==> src/rtl/keypad_hex_entry.sv <==
// 4x4 matrix keypad scanner with debounce and a four-nibble hex entry register.
// Optional auto-repeat is compiled in when KEYPAD_AUTOREPEAT_EN is defined.
module keypad_hex_entry #(
  parameter int SCAN_DIV    = 50000,
  parameter int DEBOUNCE    = 4,
  parameter int REPEAT_DLY  = 32,
  parameter int REPEAT_RATE = 8
) (
  input  logic        Digi_Sel_clk,
  input  logic        Digi_Sel_reset,
  input  logic [3:0]  kp_row_n,
  output logic [3:0]  kp_col_n,
  input  logic        entry_clr,
  output logic        key_valid,
  output logic [3:0]  key_code,
  output logic [15:0] entry_data,
  output logic        key_held
);

  // state     | meaning
  // S_IDLE    | no key accepted; waiting for a stable single key
  // S_PRESSED | key accepted and still held
  // S_REPEAT  | held past the first repeat delay (auto-repeat builds only)

  localparam int SLOT_W = $clog2(SCAN_DIV);
  localparam int DEB_W  = $clog2(DEBOUNCE + 1);
  localparam logic [4:0] RES_NONE = 5'h10;

  if (SCAN_DIV < 4) begin : g_chk_scan
    $error("keypad_hex_entry: SCAN_DIV must be at least 4");
  end
  if (DEBOUNCE < 1) begin : g_chk_deb
    $error("keypad_hex_entry: DEBOUNCE must be at least 1");
  end
  if (REPEAT_DLY < 1 || REPEAT_RATE < 1) begin : g_chk_rpt
    $error("keypad_hex_entry: repeat intervals must be at least 1");
  end

  typedef enum logic [1:0] {
    S_IDLE    = 2'd0,
`ifdef KEYPAD_AUTOREPEAT_EN
    S_REPEAT  = 2'd2,
`endif
    S_PRESSED = 2'd1
  } state_t;

  logic [3:0]        row_s1, row_s2;
  logic [SLOT_W-1:0] slot_cnt;
  logic [1:0]        col_idx;
  logic              slot_end, round_end;

  logic [3:0]        row_hit;
  logic              col_any, col_multi;
  logic [1:0]        col_row;

  logic              acc_any, acc_multi;
  logic [3:0]        acc_code;
  logic              mrg_any, mrg_multi;
  logic [3:0]        mrg_code;

  logic [4:0]        res, last_res;
  logic [DEB_W-1:0]  deb_cnt, deb_next;
  logic              stable;

  state_t            state;
  logic              accept, key_release, fire;

  always_ff @(posedge Digi_Sel_clk or posedge Digi_Sel_reset) begin
    if (Digi_Sel_reset) begin
      row_s1 <= 4'b1111;
      row_s2 <= 4'b1111;
    end else begin
      row_s1 <= kp_row_n;
      row_s2 <= row_s1;
    end
  end

  assign slot_end  = (slot_cnt == SLOT_W'(SCAN_DIV - 1));
  assign round_end = slot_end && (col_idx == 2'd3);

  always_ff @(posedge Digi_Sel_clk or posedge Digi_Sel_reset) begin
    if (Digi_Sel_reset) begin
      slot_cnt <= '0;
      col_idx  <= 2'd0;
      kp_col_n <= 4'b1110;
    end else if (slot_end) begin
      slot_cnt <= '0;
      col_idx  <= col_idx + 2'd1;
      kp_col_n <= {kp_col_n[2:0], kp_col_n[3]};
    end else begin
      slot_cnt <= slot_cnt + SLOT_W'(1);
    end
  end

  assign row_hit   = ~row_s2;
  assign col_any   = |row_hit;
  assign col_multi = (row_hit & (row_hit - 4'd1)) != 4'd0;

  always_comb begin
    col_row = 2'd0;
    for (int i = 3; i >= 0; i--) begin
      if (row_hit[i]) col_row = 2'(i);
    end
  end

  // Merge this column's sample into the running round summary; any second hit
  // anywhere in the round makes the result NONE.
  assign mrg_any   = acc_any | col_any;
  assign mrg_multi = acc_multi | col_multi | (acc_any & col_any);
  assign mrg_code  = col_any ? {col_row, col_idx} : acc_code;
  assign res       = (!mrg_any || mrg_multi) ? RES_NONE : {1'b0, mrg_code};

  always_ff @(posedge Digi_Sel_clk or posedge Digi_Sel_reset) begin
    if (Digi_Sel_reset) begin
      acc_any   <= 1'b0;
      acc_multi <= 1'b0;
      acc_code  <= 4'h0;
    end else if (round_end) begin
      acc_any   <= 1'b0;
      acc_multi <= 1'b0;
      acc_code  <= 4'h0;
    end else if (slot_end) begin
      acc_any   <= mrg_any;
      acc_multi <= mrg_multi;
      acc_code  <= mrg_code;
    end
  end

  always_comb begin
    deb_next = DEB_W'(1);
    if (res == last_res) begin
      deb_next = (deb_cnt == DEB_W'(DEBOUNCE)) ? deb_cnt : deb_cnt + DEB_W'(1);
    end
  end

  assign stable = (deb_next == DEB_W'(DEBOUNCE));

  always_ff @(posedge Digi_Sel_clk or posedge Digi_Sel_reset) begin
    if (Digi_Sel_reset) begin
      deb_cnt  <= '0;
      last_res <= RES_NONE;
    end else if (round_end) begin
      deb_cnt  <= deb_next;
      last_res <= res;
    end
  end

  assign accept      = round_end && stable && !res[4] && (state == S_IDLE);
  assign key_release = round_end && stable && res[4];

`ifdef KEYPAD_AUTOREPEAT_EN
  localparam int RPT_MAX = (REPEAT_DLY > REPEAT_RATE) ? REPEAT_DLY : REPEAT_RATE;
  localparam int RPT_W   = $clog2(RPT_MAX + 1);

  logic [RPT_W-1:0] rep_cnt;
  logic             held_round, rpt_fire;

  // Only rounds that still see the accepted key advance the repeat timer.
  assign held_round = round_end && !res[4] && (res[3:0] == key_code) && (state != S_IDLE);
  assign rpt_fire   = held_round && (rep_cnt == RPT_W'(1));
  assign fire       = accept | rpt_fire;
`else
  assign fire       = accept;
`endif

  always_ff @(posedge Digi_Sel_clk or posedge Digi_Sel_reset) begin
    if (Digi_Sel_reset) begin
      state      <= S_IDLE;
      key_held   <= 1'b0;
      key_valid  <= 1'b0;
      key_code   <= 4'h0;
      entry_data <= 16'h0000;
`ifdef KEYPAD_AUTOREPEAT_EN
      rep_cnt    <= '0;
`endif
    end else begin
      key_valid <= fire;
      if (fire) key_code <= res[3:0];

      if (entry_clr) begin
        entry_data <= fire ? {12'h000, res[3:0]} : 16'h0000;
      end else if (fire) begin
        entry_data <= {entry_data[11:0], res[3:0]};
      end

      case (state)
        S_IDLE: begin
          if (accept) begin
            state    <= S_PRESSED;
            key_held <= 1'b1;
`ifdef KEYPAD_AUTOREPEAT_EN
            rep_cnt  <= RPT_W'(REPEAT_DLY);
`endif
          end
        end
        S_PRESSED: begin
          if (key_release) begin
            state    <= S_IDLE;
            key_held <= 1'b0;
          end
`ifdef KEYPAD_AUTOREPEAT_EN
          else if (held_round) begin
            if (rep_cnt == RPT_W'(1)) begin
              state   <= S_REPEAT;
              rep_cnt <= RPT_W'(REPEAT_RATE);
            end else begin
              rep_cnt <= rep_cnt - RPT_W'(1);
            end
          end
`endif
        end
`ifdef KEYPAD_AUTOREPEAT_EN
        S_REPEAT: begin
          if (key_release) begin
            state    <= S_IDLE;
            key_held <= 1'b0;
          end else if (held_round) begin
            if (rep_cnt == RPT_W'(1)) begin
              rep_cnt <= RPT_W'(REPEAT_RATE);
            end else begin
              rep_cnt <= rep_cnt - RPT_W'(1);
            end
          end
        end
`endif
        default: begin
          state    <= S_IDLE;
          key_held <= 1'b0;
        end
      endcase
    end
  end

endmodule

==> config.mk <==
export PLATFORM = sky130hd
export DESIGN_NAME = keypad_hex_entry
export DESIGN_NICKNAME = d
export VERILOG_FILES = /design/src/rtl/keypad_hex_entry.sv
export SDC_FILE = /design/constraint.sdc
export NUM_CORES = 1
export LEC_CHECK = 0
export BUFFER_PORTS_ARGS = -buffer_cell sky130_fd_sc_hd__buf_2
export CAP_MARGIN = 10
export CORE_MARGIN = 3
export CORE_UTILIZATION = 36
export CTS_CLUSTER_DIAMETER = 40
export DETAILED_ROUTE_END_ITERATION = 16
export GPL_ROUTABILITY_DRIVEN = 0
export PLACE_DENSITY_LB_ADDON = 0.15
export REMOVE_ABC_BUFFERS = 1
export SYNTH_ARGS = -nofsm -noshare
export SYNTH_HDL_FRONTEND = slang
export SYNTH_SLANG_ARGS = --single-unit
==> constraint.sdc <==
create_clock -name Digi_Sel_clk -period 2.79 [get_ports Digi_Sel_clk]
set_input_delay 0.1395 -clock Digi_Sel_clk [delete_from_list [all_inputs] [get_ports Digi_Sel_clk]]
set_output_delay 0.1395 -clock Digi_Sel_clk [all_outputs]
set_load 0.01 [all_outputs]
**Word level (Yosys, flattened, before mapping)**

Index checks and enable logic that the tools add are counted.

- Bits in registers: 68
- Logic and storage cells: 71
- Bits in writable memories: 0
- Memories kept: 0
- Output and inout bits: 26
- Bits in latches: 0
- ROM bits: 0

- Bitwise operators: 6
- Magnitude comparators: 0
- Multiplexer cells: 24
- Divide/modulo/power cells: 0
- Shift operators: 0
- $mul: 0
- Add/sub/neg operators: 4
- Reduce and logical (&&, ||, !) cells: 14
- Eq/ne operators: 8

Operator list:

| kind | count |
|---|---|
| $mux W16 | 3 |
| $add A16 B1 Y16 const B | 1 |
| $eq A16 B16 Y1 const B | 1 |
| $mux W4 | 4 |
| $mux W2 | 6 |
| $eq A3 B3 Y1 const B | 2 |
| $mux W1 | 6 |
| $mux W3 | 2 |
| $eq A5 B5 Y1 | 1 |
| $logic_and A1 B1 Y1 | 5 |
| $mux W5 | 1 |
| $and A4 B4 Y4 | 1 |
| $ne A2 B2 Y1 const B | 2 |
| $not A4 Y4 | 1 |
| $pmux W2 S2 | 1 |
| $reduce_bool A2 Y1 | 2 |
| $reduce_bool A4 Y1 | 1 |
| $reduce_or A4 Y1 | 1 |
| $sub A4 B1 Y4 const B | 1 |
| $add A3 B1 Y3 const B | 1 |
| $or A1 B1 Y1 | 3 |
| $add A2 B1 Y2 const B | 1 |
| $eq A2 B1 Y1 const B | 1 |
| $eq A2 B2 Y1 const B | 1 |
| other kinds (6) | 7 |

**Depth between registers and ports, before layout**

Gate-level depths: netlist (run 1).

- Depth in word-level cells: 16
- Gate-level depth with buffers: 10

**Least setup slack after synthesis (run 1)**

Ideal clock, no wire load.

- Path kind: flip-flop to flip-flop
- Start point: register slot_cnt[5]
- End point: register key_code[3]
- Setup slack: 230 ps
- Arrival time: 2,433 ps
- Library setup time: 128 ps
- Path buffers: 1
- Required time: 2,662 ps
- Period minus slack after synthesis: 2,560 ps
- Stages on the path, launching flop included: 8
- Cell sequence: dfrtp_1 or4b_4 nor4_4 nand3_1 nor2_1 and3_1 buf_2 mux2_1

- Cells in the longest elaborated chain, start to end: 5

Ends and longest elaborated chain:

| element | line | text |
|---|---|---|
| start: declaration | 48 | `logic [SLOT_W-1:0] slot_cnt;` |
| start signal: assignment | 91 | `slot_cnt <= slot_cnt + SLOT_W'(1);` |
| $eq A16 B16 Y1 | 78 | `assign slot_end = (slot_cnt == SLOT_W'(SCAN_DIV - 1));` |
| $logic_and A1 B1 Y1 | 79 | `assign round_end = slot_end && (col_idx == 2'd3);` |
| $logic_and A1 B1 Y1 (3 in a row) | 148 | `assign accept = round_end && stable && !res[4] && (state == S_IDLE);` |
| end signal: assignment | 178 | `if (fire) key_code <= res[3:0];` |
| end: declaration | 15 | `output logic [3:0] key_code,` |

Every way passes these cells.
A chain may end at the register's enable or synchronous reset.

**Worst setup path in the final report (run 1)**

- Start point: register slot_cnt[10]
- End point: register entry_data[14]

- Cells in the longest elaborated chain, start to end: 6

Ends and longest elaborated chain:

| element | line | text |
|---|---|---|
| $eq A16 B16 Y1 | 78 |  |
| $logic_and A1 B1 Y1 | 79 |  |
| $logic_and A1 B1 Y1 (3 in a row) | 148 |  |
| $reduce_bool A2 Y1 (no line) | -- |  |
| end signal: assignment | 181 | `entry_data <= fire ? {12'h000, res[3:0]} : 16'h0000;` |
| end signal: assignment | 183 | `entry_data <= {entry_data[11:0], res[3:0]};` |
| end: declaration | 16 | `output logic [15:0] entry_data,` |

Every way passes these cells.

==> run_results.csv, run 1 <==
group,metric,value,unit
outcome,outcome,"completed",
placed_design,final_hpwl_dp,4977,um
critical_path,crit_fanout,11,
routing,via_count,2387,
routing,detail_route.first_pass.iterations,4,
die,std_cell_rows,33,
pwr,power.density,495.4,nW/um2
global_routing,first_global_vias,2411,
critical_path,rr_endpoint,"entry_data[14]$_DFFE_PP0P_",
hold_path,holdPathStages,2,
clock_network,postCtsSetupBuffers,0,
critical_path,cp_data_required_time,3.01,ns
clock_network,cts_tree,"built",
timing,rsz0062_at_grt,"false",
logic_synthesis,synth_seq_cells,66,
clock_network,num_cts_buffers,9,
timing,period_minus_slack,2.568,ns
final_layout,layout_cells_sized_above_1,25.91,%
timing,final.period_utilization,92.03,%
die,initial_utilization,37.86,%
critical_path,cp-end-kind,"flip-flop",
timing,final_hold_violation_count,0,
logic_synthesis,postSynth.asyncResetShare,100.0,%
placed_design,buffer_ports.inserted,32,
routing,drc,0,
logic_synthesis,synth_cells,298,
timing,max_slew.worst_pin.slew,0.5216,ns
critical_path,worst-r2r-setup-slack,0.22,ns
hold_path,min_delay_startpoint,"entry_clr",
clock_network,clk-insertion-delay-late,0.34,ns
global_routing,grt_pass1_wl,11820,um
timing,finalClockSkew,0.007614,ns
final_layout,multi_input_area,1409,um2
final_layout,syn2layout_area_growth,18.83,%
pwr,worst_supply_voltage_drop_on_vdd,302.7,uV
final_layout,final_cell_utilization_of_the_core,44.99,%
die,die_y,100.1,um
timing,worst_slew_margin_rel,65.23,%
timing,timing.final.max_slew_violations,0,
logic_synthesis,synth_ff_type,"sky130_fd_sc_hd__dfrtp_1",
clock_network,clkSlewWorstSetupHoldPaths,0.08,ns
die,boundaryPins,33,
timing,max_clock_freq,389.5,MHz
routing,routed_wirelength,6893,um
hold_path,whs_endpoint,"entry_data[9]$_DFFE_PP0P_",
critical_path,rr_startpoint,"slot_cnt[10]$_DFF_PP0_",
die,die_area,10030,um2
final_layout,layout.cell_area.non_filler,3790,um2
routing,routed_wire_length_per_instance,14.86,um
critical_path,rr_worst_depth,7,
clock_network,htree_num_levels,3,
pwr,power.leakage,1.740,nW
logic_synthesis,synth-edff-count,0,
global_routing,largest_net_degree_at_the_start_of_global_routing,29,
routing,antenna_violating_nets_post_route,0,
timing,setup-violations-final,0,
clock_network,cts_root_buffer,"sky130_fd_sc_hd__clkbuf_8",
die,die_x,100.1,um
routing,starting_drc_count_in_detailed_routing,95,
routing,post_drt_via_cell_ratio,5.144,
logic_synthesis,post_synth_num_cell_types,57,
final_layout,sequential_cell_area,1667,um2
timing,final.setup.worst_slack,0.2225,ns
logic_synthesis,netlist_area,3189,um2
job,cap_viol_max_count,0,
global_routing,grtUsageTotal,14.76,%
global_routing,grt_antenna_before_repair,0,
critical_path,setup.worst_path.class,"flip-flop to flip-flop",
placed_design,placement.cell_area,3536,um2
critical_path,worst-endpoint-arrival,2.79,ns
placed_design,place_worst_setup_slack,0.2353,ns
final_layout,final_cell_count_no_fill,464,
logic_synthesis,ys.warnings.count,0,
clock_network,clock_tree.buffer_depth,2,
placed_design,dp.cells,443,
final_layout,fillCellCount,850,
pwr,power,1.877,mW
clock_network,cts.sink_count,66,
final_layout,antenna_cells,0,
logic_synthesis,ys_seq_area_share,52.26,%
hold_path,timing.hold.worst.class,"input port to flip-flop",
global_routing,grt_ovf,0,
logic_synthesis,synth_area_per_cell,10.70,um2
critical_path,critPathLaunchType,"flip-flop",
final_layout,final_nets,365,
die,core_area,8423,um2
[state kept, by name, summed over array words and instances (netlist names)]
| register | count |
|---|---|
| last_res | 5 |
| row_s2 | 4 |
| key_code | 4 |
| entry_data | 16 |
| slot_cnt | 16 |
| deb_cnt | 3 |
| acc_code | 4 |
| row_s1 | 4 |
| acc_any | 1 |
| key_held | 1 |
| acc_multi | 1 |
| key_valid | 1 |
| col_idx | 2 |
| kp_col_n | 4 |
[layout by cell type, fill, tap and decap left out, types with 2 or more instances in the layout]
cell,count
sky130_fd_sc_hd__nor3_2,2
sky130_fd_sc_hd__nand3b_1,2
sky130_fd_sc_hd__clkbuf_8,10
sky130_fd_sc_hd__nand2_1,31
sky130_fd_sc_hd__buf_2,32
sky130_fd_sc_hd__dfrtp_1,54
sky130_fd_sc_hd__xor2_1,9
sky130_fd_sc_hd__nand3_1,12
sky130_fd_sc_hd__nor3_1,6
sky130_fd_sc_hd__dfstp_2,12
sky130_fd_sc_hd__o31ai_1,8
sky130_fd_sc_hd__and3_1,5
sky130_fd_sc_hd__xnor2_1,11
sky130_fd_sc_hd__a21o_1,2
sky130_fd_sc_hd__nand4bb_1,3
sky130_fd_sc_hd__buf_4,20
sky130_fd_sc_hd__nor3b_1,4
sky130_fd_sc_hd__a31oi_1,3
sky130_fd_sc_hd__a21oi_1,17
sky130_fd_sc_hd__inv_1,4
sky130_fd_sc_hd__ha_1,4
sky130_fd_sc_hd__or3_1,2
sky130_fd_sc_hd__o21ai_1,9
sky130_fd_sc_hd__nand4_1,14
sky130_fd_sc_hd__nor2_1,22
sky130_fd_sc_hd__nand2b_1,12
sky130_fd_sc_hd__mux2i_1,7
sky130_fd_sc_hd__dlygate4sd3_1,5
sky130_fd_sc_hd__clkinvlp_4,2
sky130_fd_sc_hd__o21ai_0,5
[repair_timing]
action | 4_1_cts | 5_1_grt
hold buffers | 5 | 0
hold endpoints to repair | 19 | 0
gates resized for setup | 0 | 0
[metal layers]
layer / track usage (%) / vias to the layer above / wire (um)
met4: 3.627 / 0 / 74
met5: 0 / - / 0
li1: - / 1173 / -
met2: 23.75 / 32 / 3207
met3: 4.587 / 10 / 262
met1: 19.46 / 1172 / 3349
[Yosys cell counts, drive strengths merged (2+ instances only)]
master,number,share of area [%]
a21o,2,0.47
a21oi,17,2.7
a31oi,3,0.59
and3,6,1.2
buf,5,1.1
clkbuf,7,1.9
dfrtp,54,42
dfstp,12,9.9
ha,4,1.6
inv,5,0.59
mux2,2,0.71
mux2i,9,3.3
nand2,31,3.6
nand2b,12,2.4
nand3,12,1.9
nand3b,2,0.47
nand4,14,2.7
nand4bb,3,1.1
nor2,22,2.6
nor3,8,1.6
nor3b,4,0.94
nor4,2,0.86
o21ai,14,2.2
o31ai,8,1.9
or3,3,0.75
xnor2,11,3.0
xor2,9,2.5
[worst max path at each step]
stage / from / end / slack, ns / cells after the start
after floorplan: row_s2[2]$_DFF_PP1_ / key_code[3]$_DFFE_PP0P_ / -0.14 / 6
after global placement: slot_cnt[5]$_DFF_PP0_ / entry_data[14]$_DFFE_PP0P_ / 0.26 / 7
after detailed placement: slot_cnt[10]$_DFF_PP0_ / entry_data[14]$_DFFE_PP0P_ / 0.24 / 7
after CTS: slot_cnt[10]$_DFF_PP0_ / entry_data[14]$_DFFE_PP0P_ / 0.22 / 7
after global routing: row_s2[2]$_DFF_PP1_ / entry_data[3]$_DFFE_PP0P_ / 0.09 / 6
final: slot_cnt[10]$_DFF_PP0_ / entry_data[14]$_DFFE_PP0P_ / 0.22 / 7
[stage by stage]
step / hold slack (ns) / TNS (ns)
after floorplan: 0.1440 / -0.1391
after global placement: 0.1561 / 0
after detailed placement: 0.1576 / 0
after CTS: 0.1347 / 0
after global routing: 0.1532 / 0
final: 0.1464 / 0
[worst max-delay path: stages, from the launching register on]
cell,delay [ns]
sky130_fd_sc_hd__dfrtp_1,0.43
sky130_fd_sc_hd__or4b_4,0.52
sky130_fd_sc_hd__or4_1,0.61
sky130_fd_sc_hd__a2111oi_4,0.33
sky130_fd_sc_hd__nand4bb_1,0.12
sky130_fd_sc_hd__buf_4,0.19
sky130_fd_sc_hd__o21ai_0,0.16
sky130_fd_sc_hd__a21oi_1,0.08
[area by class of cell]
cell class,count,area share [%]
timing repair buffer,57,9.508
inverter,5,0.4952
tap,105,3.466
clock buffer,11,3.731
multi-input combinational,215,37.17
sequential,66,43.98
clock inverter,5,1.651
[cells by family (layout without fill, tap and decap cells)]
family                     count (synthesis)  after routing  share of synthesized area, %
buffers and inverters                     17             78                         3.570
and+or+nand+nor                          129            129                         22.75
DFF                                       66             66                         52.26
adders and majority gates                  4              4                         1.569
AOI/OAI and AO/OA                         51             51                         10.32
muxes                                     11             11                         4.041
xor gates and xnor gates                  20             20                         5.492
[report_power, final]
group | switching [mW] | internal [mW] | total, mW
clock network | 0.384 | 0.442 | 0.826
logic | 0.0516 | 0.0269 | 0.0784
registers | 0.00594 | 0.967 | 0.973
Note: power is estimated with default switching activity, not from simulation.
==> inputs of run 2 (changes only) <==
Settings changed: GPL_TIMING_DRIVEN from default to 0.
==> run_results.csv, run 2 (synthesis gave the netlist of run 1 again) <==
group,metric,value,unit
outcome,outcome,"completed",
timing,timing.final.max_slew_violations,0,
final_layout,syn2layout_area_growth,19.11,%
pwr,power_switching_share,21.86,%
die,die_y,100.1,um
final_layout,top_regs,"entry_data: 16 flops, slot_cnt: 16 flops, last_res: 5 flops",
global_routing,largest_net_degree_at_the_start_of_global_routing,67,
critical_path,critPathBufInv,0,
pwr,power.leakage,1.718,nW
timing,final_hold_violation_count,0,
placed_design,place_worst_setup_slack,-0.6953,ns
pwr,power.combinational.fraction,4.2,%
timing,worst_hold_slack,0.1548,ns
routing,routed_wirelength,6588,um
routing,met3_wirelength,259,um
die,initial_utilization,37.86,%
critical_path,cp-end-kind,"flip-flop",
routing,post_drt_via_cell_ratio,5.106,
critical_path,setup.worst_path.class,"flip-flop to flip-flop",
clock_network,htree_num_levels,3,
routing,routed_wire_length_per_instance,14.54,um
global_routing,grt_antenna_before_repair,0,
clock_network,clock_tree.buffer_depth,2,
final_layout,layout_commonest_cell,"sky130_fd_sc_hd__dfrtp_1",
placed_design,final_hpwl_dp,4305,um
routing,route.layer.met1.wl,3092,um
final_layout,final_cell_utilization_of_the_core,45.10,%
global_routing,grt_ovf,0,
critical_path,critical_path_cell_count,6,
routing,maxUsedRoutingLayer,"met4",
final_layout,antenna_cells,0,
timing,max_slew.worst_pin.slew,0.7950,ns
placed_design,buffer_ports.inserted,32,
hold_path,timing.hold.worst.class,"input port to flip-flop",
clock_network,num_cts_buffers,9,
timing,max_clock_freq,373.1,MHz
global_routing,grt_pass1_wl,11070,um
critical_path,crit_path_top_delay_cell,"sky130_fd_sc_hd__or4_4",
critical_path,critPathLaunchType,"flip-flop",
clock_network,cts.sink_count,66,
pwr,internal-power,1.521,mW
die,std_cell_rows,33,
critical_path,worst-endpoint-arrival,2.89,ns
final_layout,layout_cells_sized_above_1,25.86,%
pwr,net-switching-power,425.5,uW
timing,worst_slew_margin_rel,47.00,%
timing,period_minus_slack,2.680,ns
timing,finalClockSkew,0.006951,ns
clock_network,cts_root_buffer,"sky130_fd_sc_hd__clkbuf_8",
job,cap_viol_max_count,0,
global_routing,grtUsageTotal,13.77,%
die,die_x,100.1,um
final_layout,layout_common_cells,"54 x sky130_fd_sc_hd__dfrtp_1, 33 x sky130_fd_sc_hd__buf_2, 31 x sky130_fd_sc_hd__nand2_1",
routing,detail_route.first_pass.iterations,4,
routing,starting_drc_count_in_detailed_routing,84,
routing,via_count,2313,
hold_path,holdPathStages,2,
timing,setup-violations-final,0,
clock_network,clkSlewWorstSetupHoldPaths,0.07,ns
timing,rsz0062_at_grt,"true",
critical_path,cp_data_required_time,3.00,ns
critical_path,crit_fanout,11,
die,boundaryPins,33,
clock_network,cts_tree,"built",
critical_path,rr_worst_depth,6,
die,core_area,8423,um2
die,die_area,10030,um2
critical_path,crit_family,"simple AND/OR/NAND/NOR gates",
timing,final.period_utilization,96.07,%
routing,antenna_violating_nets_post_route,0,
critical_path,cp_slowest_stage_delay,0.60,ns
final_layout,final_nets,354,
timing,final.setup.worst_slack,0.1097,ns
pwr,clock_power_share,45.7,%
pwr,seqPwrFrac,50.0,%
routing,drc,0,
critical_path,timing.critical_path.cells,"or4b_4, or4_4, a2111oi_4, nand4bb_4, o21ai_1, a21oi_1",
global_routing,first_global_vias,2285,
routing,met2RoutedLength,3178,um
clock_network,clk-insertion-delay-late,0.34,ns
pwr,power.density,512.3,nW/um2
pwr,worst_supply_voltage_drop_on_vdd,344.1,uV
[run 2: changes by cell type in the layout (fill, tap and decap cells not counted), sizes merged]
cell / delta
inv: -1
clkinv: +1
buf: -11
clkinvlp: -1
bufinv: +1
[run 2: what timing repair did]
item / in CTS / in global routing
buffers inserted: 6 / 2
pin swaps: 3 / 2
resized for setup: 8 / 5
hold buffers: 5 / 0
hold endpoints to repair: 45 / 0
setup endpoints to repair: 20 / 10
[run 2: area by class of cell]
type | count | area, um2
Fill cell | 826 | 4624
Sequential cell | 66 | 1667
Multi-Input combinational cell | 215 | 1485
Timing Repair Buffer | 46 | 275.3
Clock buffer | 11 | 141.4
Tap cell | 105 | 131.4
Clock inverter | 5 | 77.57
Inverter | 5 | 21.27
[run 2: metal layers]
layer / track usage [%] / up-vias
li1: - / 1152
met1: 18.25 / 1114
met4: 3.316 / 0
met5: 0 / -
met3: 4.170 / 6
met2: 22.17 / 41
[run 2: power by group through the flow]
stage               Clock, mW  Sequential, mW  Combinational (mW)
floorplan                   0           0.989              0.0436
global placement            0           0.991              0.0657
detailed placement          0           0.991              0.0677
CTS                     0.915           0.973              0.0828
global route            0.956           0.974              0.0922
finish                  0.890           0.974              0.0826
[run 2: stage by stage]
stage / total power, mW / cells / setup TNS, ns / instance area [um2]
floorplan: 1.033 / 286 / -0.1391 / 3094
global placement: 1.057 / 423 / -10.28 / 3386
detailed placement: 1.059 / 423 / -5.965 / 3398
CTS: 1.971 / 450 / 0 / 3761
global route: 2.022 / 453 / 0 / 3799
finish: 1.946 / 453 / 0 / 3799
[run 2: worst reg2reg max path: stages (launching register included)]
cell                        delay, ns
sky130_fd_sc_hd__dfrtp_1         0.44
sky130_fd_sc_hd__or4b_4          0.58
sky130_fd_sc_hd__or4_4           0.60
sky130_fd_sc_hd__a2111oi_4       0.41
sky130_fd_sc_hd__nand4bb_4       0.26
sky130_fd_sc_hd__o21ai_1         0.19
sky130_fd_sc_hd__a21oi_1         0.08
[run 2: path summary, 6_finish.rpt]
kind	start	end	slack, ns
max in group asynchronous	Digi_Sel_reset	slot_cnt[3]$_DFF_PP0_	1.76
min	entry_clr	entry_data[11]$_DFFE_PP0P_	0.15
max	slot_cnt[5]$_DFF_PP0_	entry_data[10]$_DFFE_PP0P_	0.11
min reg2reg	row_s1[3]$_DFF_PP1_	row_s2[3]$_DFF_PP1_	0.36
min in group asynchronous	Digi_Sel_reset	entry_data[6]$_DFFE_PP0P_	0.52
max reg2reg	slot_cnt[5]$_DFF_PP0_	entry_data[10]$_DFFE_PP0P_	0.11
